File: src/rtl/uart_tx_model_byte_fifo.sv
// uart_tx_byte_fifo: small synchronous FIFO, head data visible combinationally.
// Pointers wrap by masking; full/empty come from the registered count.
module uart_tx_byte_fifo #(
  parameter int W     = 8,
  parameter int DEPTH = 16
) (
  input  logic                     clk,
  input  logic                     reset,
  input  logic                     push,
  input  logic [W-1:0]             wdata,
  input  logic                     pop,
  output logic [W-1:0]             rdata,
  output logic [$clog2(DEPTH):0]   count,
  output logic                     full,
  output logic                     empty
);

  localparam int AW = $clog2(DEPTH);
  localparam int CW = AW + 1;
  localparam logic [AW-1:0] PMASK = AW'(DEPTH - 1);

  logic [W-1:0]  mem_q [DEPTH];
  logic [AW-1:0] wr_ptr_q, wr_ptr_d;
  logic [AW-1:0] rd_ptr_q, rd_ptr_d;
  logic [CW-1:0] count_q, count_d;
  logic          do_push, do_pop;

  assign full    = (count_q == CW'(DEPTH));
  assign empty   = (count_q == '0);
  assign do_push = push && !full;
  assign do_pop  = pop && !empty;
  assign rdata   = mem_q[rd_ptr_q];
  assign count   = count_q;

  // Next pointers and occupancy; push+pop together leaves count alone.
  always_comb begin
    wr_ptr_d = wr_ptr_q;
    rd_ptr_d = rd_ptr_q;
    count_d  = count_q;
    if (do_push) wr_ptr_d = (wr_ptr_q + AW'(1)) & PMASK;
    if (do_pop)  rd_ptr_d = (rd_ptr_q + AW'(1)) & PMASK;
    unique case ({do_push, do_pop})
      2'b10:   count_d = count_q + CW'(1);
      2'b01:   count_d = count_q - CW'(1);
      default: count_d = count_q;
    endcase
  end

  // Storage array, written on accepted push only.
  always_ff @(posedge clk) begin
    if (do_push) mem_q[wr_ptr_q] <= wdata;
  end

  // Pointer and count registers, flushed by reset.
  always_ff @(posedge clk) begin
    if (reset) begin
      wr_ptr_q <= '0;
      rd_ptr_q <= '0;
      count_q  <= '0;
    end else begin
      wr_ptr_q <= wr_ptr_d;
      rd_ptr_q <= rd_ptr_d;
      count_q  <= count_d;
    end
  end

endmodule

File: config.mk
export PLATFORM = sky130hd
export DESIGN_NAME = uart_tx_byte_fifo
export DESIGN_NICKNAME = d
export VERILOG_FILES = /design/src/rtl/uart_tx_model_byte_fifo.sv
export SDC_FILE = /design/constraint.sdc
export NUM_CORES = 1
export LEC_CHECK = 0
export CAP_MARGIN = 10
export CORE_UTILIZATION = 55
export DETAILED_ROUTE_END_ITERATION = 10
export PLACE_DENSITY = 0.84
export RECOVER_POWER = 100
export SYNTH_ARGS = -nofsm -noshare
export SYNTH_HDL_FRONTEND = slang
export SYNTH_SLANG_ARGS = --single-unit
File: constraint.sdc
create_clock -name clk -period 4.5 [get_ports clk]
set_clock_uncertainty 0.15 [all_clocks]
set_input_delay 0.9 -clock clk [delete_from_list [all_inputs] [get_ports clk]]
set_output_delay 0.9 -clock clk [all_outputs]
set_load 0.03 [all_outputs]
==> run metrics, run 1 <==
Mapped Cells=between 300 and 400; min Tclk post-route=~4200 ps; Initial Util=0.565; syn avg cell area=about 18 µm²; Port Buffers=26; commonest non-fill, non-tap cell in the layout=edfxtp_1; number of max-cap violations=0; YS warnings=0; Max-slew headroom=0.357; Worst-path clk slew=around 60 ps; Critical Path End Type=output port; grt ovf=0; most frequent cells in the layout=edfxtp_1 (128), nor2_1 (34), mux4_2 (32); vias in the first global route=approximately 3000; Mapped Area=0.00584 mm²; Max Buffers Root-to-Sink=2; initial antenna violation count=0; Max Clk Rate=241 MHz; die area=between 0.01 and 0.015 mm²; Final Cycle Share=0.923; type of the tightest min-delay check=reg -> reg; DRT antenna net count=0; die height=105 µm; RSZ-0062 raised after global routing=no; post-CTS resize count=0; Setup TNS=0 ps; Placed Cells=between 400 and 500; critical setup path kind=reg -> out; critical path required time=3450 ps; Synth cell types=slightly above 40; final setup vio count=0; outcome=finished clean; total wire length=11100 µm; Hold Buf Count CTS=0; ratio of cells with drive above 1 in the final layout=0.192; Cell Rows=37; Crit Path Max Fanout=32; number of remaining DRC errors=0; Final Hold Viols=0; # diodes=0; fin. max-slew vios=0; slew at the pin closest to its max-slew limit=961 ps; post-DP HPWL=6540 µm; worst endpoint data arrival time=3100 ps; Core ar.=between 0.01 and 0.015 mm²; filler instances=~670; final net count=around 380; Initial DRC Count=332; P&R area growth vs syn=15.6%; Post CTS Setup Buffer Count=0; Via Count=between 3000 and 4000; Synth Register Bits=145; EDFF count, synth=~130; clk sink count=145; CTS Root Cell=clkbuf_8; DRT Pass-1 Iters=5; IO Count=27; P_leak=about 2.2 nW; CTS Buf Count=17; Seq/Total Area, Yosys=0.717; WHS=about 390 ps; Worst-Skew Late Latency=just over 500 ps; Global Route Usage Sum=0.219; ys flop type=edfxtp_1; Synth Net Count=roughly 340; power per cell area=~550 mW/mm²; H-tree depth=4; Die X-Extent=about 110 µm; GP Congestion=0.770; CTS tree=done; DR vias/cell=around 6.0; Worst VDD drop=around 0.36 mV; Post-Layout Cell Count=505; drt wl/cell=between 20 and 25 µm; CP startpoint kind=flop; first-pass GRT wire length=17200 µm; largest net degree at the start of global routing=33; Synth async-reset ratio=0
cells by family (layout without fill, tap and decap cells):
kind of cell    after synthesis  count (layout)  synth area share
flops                       145             145             0.717
simple gates                 69              69            0.0559
mux                          36              36             0.131
compound gates               32              32            0.0474
buf+inv                      26              71            0.0202
fa+ha+maj                     8               8            0.0171
xor+xnor                      8               8            0.0120
registers in the layout, indices dropped and copies added (netlist names), named ones only:
| register | cells |
|---|---|
| count | 5 |
| mem_q | 128 |
| rd_ptr_q | 4 |
| wr_ptr_q | 4 |
worst max-delay path, cell delays in order (launching register included):
cell	delay [ps]
dfxtp_2	320
clkbuf_4	570
mux4_2	600
a22oi_1	280
nand2_1	120
dlygate4sd3_1	700
cell usage after synthesis, types with 3 or more instances:
| master | instances | area share |
|---|---|---|
| a22oi_1 | 16 | 0.021 |
| nor2_1 | 34 | 0.022 |
| ha_1 | 8 | 0.017 |
| edfxtp_1 | 128 | 0.66 |
| clkbuf_1 | 11 | 0.0071 |
| dfxtp_1 | 17 | 0.058 |
| buf_2 | 4 | 0.0034 |
| nand2_1 | 14 | 0.0090 |
| mux4_2 | 32 | 0.12 |
| nand2b_1 | 3 | 0.0032 |
| inv_1 | 7 | 0.0045 |
| nor3_1 | 6 | 0.0051 |
| xor2_1 | 7 | 0.011 |
| mux2i_1 | 3 | 0.0051 |
metrics by stage:
| stage | util | instance area, µm² | total power [mW] | setup WS (ps) |
|---|---|---|---|---|
| global route | 0.653 | 6750 | 3.82 | 173 |
| CTS | 0.659 | 6810 | 3.77 | 406 |
| finish | 0.653 | 6750 | 3.68 | 347 |
| floorplan | - | 5840 | 2.19 | 1180 |
| global placement | 0.603 | 6220 | 2.39 | 973 |
| detailed placement | 0.603 | 6220 | 2.41 | 917 |
report_power, final:
part	leakage [nW]	internal, mW	switching (mW)
clock network	0.282	0.804	0.551
registers	1.29	1.53	0.0487
logic	0.657	0.319	0.429
total	2.23	2.65	1.03
routing by layer:
| metal | global-route usage | up-vias | wire [µm] |
|---|---|---|---|
| met5 | 0 | - | 0 |
| met4 | 0.0765 | 0 | 191 |
| met3 | 0.0593 | 14 | 517 |
| met2 | 0.353 | 106 | 5700 |
| met1 | 0.289 | 1569 | 4690 |
| li1 | - | 1351 | - |
worst paths after layout:
check	start	to	slack, ps	depth (start not counted)
hold / removal	rd_ptr_q[2]	rd_ptr_q[2]	390	2
setup / recovery	flop	rdata[6]	350	5
hold reg to reg	rd_ptr_q[2]	rd_ptr_q[2]	390	2
setup reg to reg	count[1]	count[4]	1040	9
layout make-up:
| cell class | count | area, µm² | share of cell area |
|---|---|---|---|
| sequential | 145 | 4190 | 0.620 |
| clock inverter | 15 | 170 | 0.0252 |
| inverter | 7 | 26.3 | 0.00390 |
| timing repair buffer | 32 | 290 | 0.0430 |
| clock buffer | 17 | 414 | 0.0614 |
| tap | 136 | 170 | 0.0252 |
| multi-input combinational | 153 | 1490 | 0.221 |
No activity file was read; power rests on OpenSTA's default activity.
==> run 2: changes to the inputs <==
CELL_PAD_IN_SITES_DETAIL_PLACEMENT = 1   (was unset)
CELL_PAD_IN_SITES_GLOBAL_PLACEMENT = 2   (was unset)
CORE_UTILIZATION = 46   (was 55)
PLACE_DENSITY = 0.89   (was 0.84)
==> run 2 against run 1 <==
Against the previous run: final cell count rose by 6.3%; maximum frequency rose by 2.7%; sequential share of layout area fell by 0.45 points; via count fell by 2.9%; sequential cell count did not move; non-clock buffer count did not move; combinational power rose by 0.9%; clock-buffer cell count rose by 1; cell area rose by 0.72%.
==> run metrics, run 2 (synthesis gave the netlist of run 1 again) <==
number of remaining DRC errors=0 (unchanged); initial antenna violation count=0 (unchanged); power per cell area=544 mW/mm² (-0.21%); HP Start=rd_ptr_q[3]; final setup vio count=0 (unchanged); Critical Path End Type=output port; Worst-Skew Late Latency=420 ps (-90 ps); # diodes=0 (unchanged); first-pass GRT wire length=19100 µm (+11%); Worst VDD drop=0.289 mV (-20%); total wire length=12200 µm (+10%); Initial DRC Count=279 (-16%); CTS Root Cell=clkbuf_16; CTS Buf Count=17 (unchanged); H-tree depth=4 (unchanged); Most flops, register=mem_q; DR vias/cell=5.50 (-8.7%); R2R Path Start=count[1]; min Tclk post-route=4040 ps (-109 ps); most frequent cells in the layout=edfxtp_1 (128), nor2_1 (34), mux4_2 (32); grt ovf=0 (unchanged); critical path required time=3450 ps (about the same); met2 WL post-DR=6490 µm (+14%); DRT antenna net count=0 (unchanged); Die X-Extent=115 µm (+9.2%); Cell Rows=40 (+8.1%); drt wl/cell=22.8 µm (+3.6%); met3 wire len=395 µm (-24%); filler instances=1152 (+73%); vias in the first global route=3238 (+7.7%); critical setup path kind=reg -> out; P_leak=2.24 nW (about the same); Worst-path clk slew=60 ps (about the same); number of max-cap violations=0 (unchanged); type of the tightest min-delay check=reg -> reg; clk sink count=145 (unchanged); Post-Route Utilization=0.556 (-0.0970); RSZ-0062 raised after global routing=no; worst endpoint data arrival time=2990 ps (-110 ps); Final Cycle Share=0.899 (-0.0241); P&R area growth vs syn=16.4%; outcome=finished clean; Crit Path Max Fanout=20 (-38%); IO Count=27 (unchanged); Via Count=2953 (-2.9%); DR top layer=met4; Hold Buf Count CTS=0 (unchanged); post-CTS resize count=0 (unchanged); CP startpoint kind=flop; Hold Crit Depth=2 (unchanged); slew at the pin closest to its max-slew limit=945 ps (-15.9 ps); Max-slew headroom=0.368 (+0.0106); Post CTS Setup Buffer Count=0 (unchanged); Max Buffers Root-to-Sink=2 (unchanged); Core ar.=0.0122 mm² (+18%); M1 wire length=5210 µm (+11%); commonest non-fill, non-tap cell in the layout=edfxtp_1; GP Congestion=0.821 (+6.5%); CTS tree=done; ratio of cells with drive above 1 in the final layout=0.192 (unchanged); Setup TNS=0 ps (unchanged); reg-to-reg endpoint=count[4]; Max Clk Rate=247 MHz (+2.7%); final net count=376 (unchanged); Final Hold Viols=0 (unchanged); DRT Pass-1 Iters=4 (-1); R2R setup slack=950 ps (-90 ps); worst r2r path cells=9 (unchanged); Global Route Usage Sum=0.207 (-0.0119); die height=115 µm (+9.2%); largest net degree at the start of global routing=33 (unchanged); Largest register FFs=128 (unchanged); die area=0.0131 mm² (+19%); fin. max-slew vios=0 (unchanged); Port Buffers=26 (unchanged); hold path endpoint=rd_ptr_q[3]; post-DP HPWL=7830 µm (+20%); Initial Util=0.478 (-0.0874)
[run 2: cell type report]
class / count / area [µm²] / share of cell area
Inverter: 7 / 26.3 / 0.00387
Multi-Input combinational cell: 153 / 1500 / 0.221
Clock buffer: 18 / 429 / 0.0632
Tap cell: 168 / 210 / 0.0309
Timing Repair Buffer: 32 / 303 / 0.0446
Sequential cell: 145 / 4190 / 0.616
Clock inverter: 14 / 141 / 0.0208
[run 2: power breakdown]
part / switching [mW] / leakage, nW / total, mW / internal [mW]
clock network: 0.531 / 0.273 / 1.34 / 0.812
logic: 0.426 / 0.667 / 0.755 / 0.328
registers: 0.0714 / 1.29 / 1.60 / 1.53
[run 2: per-layer routing]
metal | vias up | global-route usage
li1 | 1344 | -
met1 | 1527 | 0.252
met2 | 69 | 0.364
met3 | 13 | 0.0466
met4 | 0 | 0.0727
met5 | - | 0
[run 2: worst max path at each step]
| stage | startpoint | to | slack [ps] | cells past startpoint |
|---|---|---|---|---|
| after floorplan | count[1] | count[4] | 1180 | 13 |
| after global placement | push | count[4] | 940 | 9 |
| after detailed placement | push | count[4] | 850 | 9 |
| after CTS | flop | rdata[1] | 500 | 5 |
| after global routing | flop | rdata[1] | 280 | 5 |
| final | flop | rdata[1] | 460 | 5 |
[run 2: stage by stage]
stage / power, mW / setup slack [ps] / instances / instance area [µm²] / hold WS (ps)
after global routing: 3.83 / 284 / 537 / 6790 / 408
after CTS: 3.78 / 496 / 537 / 6850 / 369
after detailed placement: 2.44 / 853 / 505 / 6270 / 355
after floorplan: 2.19 / 1180 / 324 / 5840 / 322
final: 3.70 / 455 / 537 / 6790 / 365
after global placement: 2.42 / 938 / 505 / 6270 / 339
[run 2: critical path, cell delays in order, from the launching register on]
cell and delay (ps):
dfxtp_2 660, buf_12 270, mux4_2 540, a22oi_1 310
nand2_1 90, dlygate4sd3_1 690
==> run 3: changes to the inputs <==
CORE_UTILIZATION = 49   (was 46)
PLACE_DENSITY = 0.93   (was 0.89)
clock period = 4.7 ns   (was 4.5 ns; I/O delays follow)
==> run 3 against run 2 <==
Against the previous run: the flow now finishes with violations (design-rule violations); clock-buffer cell count rose by 2; register-to-register slack improved by 210 ps; critical path depth stayed put; core utilization up 2.9 points; first-iteration DRC count increased by 3.2%; power down 4.0%; global-route usage grew 1.7 points; die area down 6.0%; sequential cell count stayed put.
==> run metrics, run 3 (synthesis gave the netlist of run 1 again) <==
most frequent cells in the layout=edfxtp_1 (128), nor2_1 (34), mux4_2 (32); H-tree depth=4 (unchanged); Worst path max stage delay=710 ps (+20 ps); power per cell area=527 mW/mm² (-3.3%); number of remaining DRC errors=8 (+8); drt wl/cell=24.4 µm (+7.2%); Setup TNS=0 ps (unchanged); critical path required time=3610 ps (+160 ps); grt ovf=0 (unchanged); P_leak=2.22 nW (-0.77%); post-CTS resize count=0 (unchanged); worst r2r path cells=10 (+1); post-DP HPWL=7650 µm (-2.3%); worst endpoint data arrival time=3050 ps (+60 ps); IO Count=27 (unchanged); initial antenna violation count=0 (unchanged); R2R setup slack=1160 ps (+210 ps); Post CTS Setup Buffer Count=0 (unchanged); die height=111 µm (-3.1%); area of the multi-input gates=0.00149 mm² (-0.67%); ratio of cells with drive above 1 in the final layout=0.184 (-0.00813); Cell Rows=39 (-2.5%); Max-slew headroom=0.318 (-0.0495); vias in the first global route=3266 (+0.86%); CP startpoint kind=flop; Die X-Extent=111 µm (-3.1%); Crit path depth=5 (unchanged); commonest non-fill, non-tap cell in the layout=edfxtp_1; final setup vio count=0 (unchanged); die area=0.0124 mm² (-6.0%); CP bufs+invs=2 (unchanged); filler instances=1059 (-8.1%); Most flops, register=mem_q; final net count=376 (unchanged); DRT Pass-1 Iters=7 (+3); failing checks=design-rule violations; CTS Root Cell=clkbuf_16; Port Buffers=26 (unchanged); Final Cycle Share=0.880; CTS tree=done; CP endpoint=rdata[0]; clk sink count=145 (unchanged); total power=3.55 mW (-4.0%); Via Count=3028 (+2.5%); CTS Buf Count=17 (unchanged); reg-to-reg endpoint=count[4]; CP max stage cell=dlygate4sd3_1; Core ar.=0.0115 mm² (-5.7%); total wire length=12500 µm (+2.2%); CP Cell Sequence=clkbuf_4 > mux4_2 > a22oi_1 > nand2_1 > dlygate4sd3_1; critical setup path kind=reg -> out; largest net degree at the start of global routing=33 (unchanged); type of the tightest min-delay check=reg -> reg; outcome=finished with violations; P&R area growth vs syn=15.5%; Initial DRC Count=288 (+3.2%); number of max-cap violations=0 (unchanged); DRT antenna net count=0 (unchanged); Hold Buf Count CTS=0 (unchanged); first-pass GRT wire length=19400 µm (+2.0%); R2R Path Start=count[1]; crit-path leading delay family=buffers and inverters; GP Congestion=0.775 (-5.6%); Global Route Usage Sum=0.224 (+0.0166); Crit Path Max Fanout=32 (+60%); RSZ-0062 raised after global routing=no; Initial Util=0.507 (+0.0289); fin. max-slew vios=0 (unchanged); Final Hold Viols=0 (unchanged); Largest register FFs=128 (unchanged); slew at the pin closest to its max-slew limit=1020 ps (+73.9 ps); # diodes=0 (unchanged); Max Buffers Root-to-Sink=2 (unchanged); Worst-Skew Late Latency=410 ps (about the same); min Tclk post-route=~4100 ps; Max Clk Rate=242 MHz; Critical Path End Type=output port; register area=0.00419 mm² (unchanged); Worst-path clk slew=60 ps (about the same); DR vias/cell=5.91 (+7.5%); Worst VDD drop=0.328 mV (+14%)
-- run 3: cell types whose count changed in the layout (fill, tap and decap cells not counted), sizes merged --
| cell | change |
|---|---|
| clkinv | -4 |
| clkbuf | +3 |
| clkdlybuf4s50 | +3 |
| dlygate4sd3 | -3 |
| buf | -1 |
| clkinvlp | +1 |
| inv | +1 |
-- run 3: per-layer routing --
| metal | track usage | wire [µm] | vias to the layer above |
|---|---|---|---|
| li1 | - | - | 1345 |
| met1 | 0.272 | 5120 | 1566 |
| met2 | 0.379 | 6570 | 91 |
| met3 | 0.0503 | 521 | 26 |
| met4 | 0.110 | 291 | 0 |
| met5 | 0 | 0 | - |
-- run 3: per-stage QoR --
| stage | util | setup slack [ps] | hold slack, ps | cell area, µm² | std cells |
|---|---|---|---|---|---|
| after floorplan | - | 1380 | 322 | 5840 | 324 |
| after global placement | 0.542 | 1100 | 341 | 6240 | 480 |
| after detailed placement | 0.542 | 1040 | 353 | 6240 | 480 |
| after CTS | 0.592 | 880 | 371 | 6820 | 512 |
| after global routing | 0.585 | 459 | 393 | 6740 | 512 |
| final | 0.585 | 563 | 372 | 6740 | 512 |
-- run 3: cell type report --
| type | count | share of cell area |
|---|---|---|
| clock inverters | 12 | 0.0200 |
| multi-input cells | 153 | 0.221 |
| inverters | 7 | 0.00390 |
| flip-flops and latches | 145 | 0.621 |
| well taps | 143 | 0.0265 |
| repair buffers | 32 | 0.0431 |
| clock buffers | 20 | 0.0648 |
-- run 3: worst min-delay path, stage by stage (launching register included) --
cell     delay [ps]
dfxtp_1         330
xor2_1           80
nor2_1           80
-- run 3: worst min-delay path by stage --
stage          cells past startpoint          end        start
2_1_floorplan                      2         flop  rd_ptr_q[3]
3_3_place_gp                       2  rd_ptr_q[3]  rd_ptr_q[3]
3_5_place_dp                       2  rd_ptr_q[3]  rd_ptr_q[3]
4_1_cts                            2  rd_ptr_q[3]  rd_ptr_q[3]
5_1_grt                            2  rd_ptr_q[3]  rd_ptr_q[3]
6_report                           2  rd_ptr_q[3]  rd_ptr_q[3]
-- run 3: power by group --
part | switching (mW) | leakage [nW] | total [mW] | internal, mW
registers | 0.0474 | 1.29 | 1.51 | 1.46
clock network | 0.523 | 0.267 | 1.31 | 0.783
logic | 0.423 | 0.656 | 0.733 | 0.310
total | 0.993 | 2.22 | 3.55 | 2.56
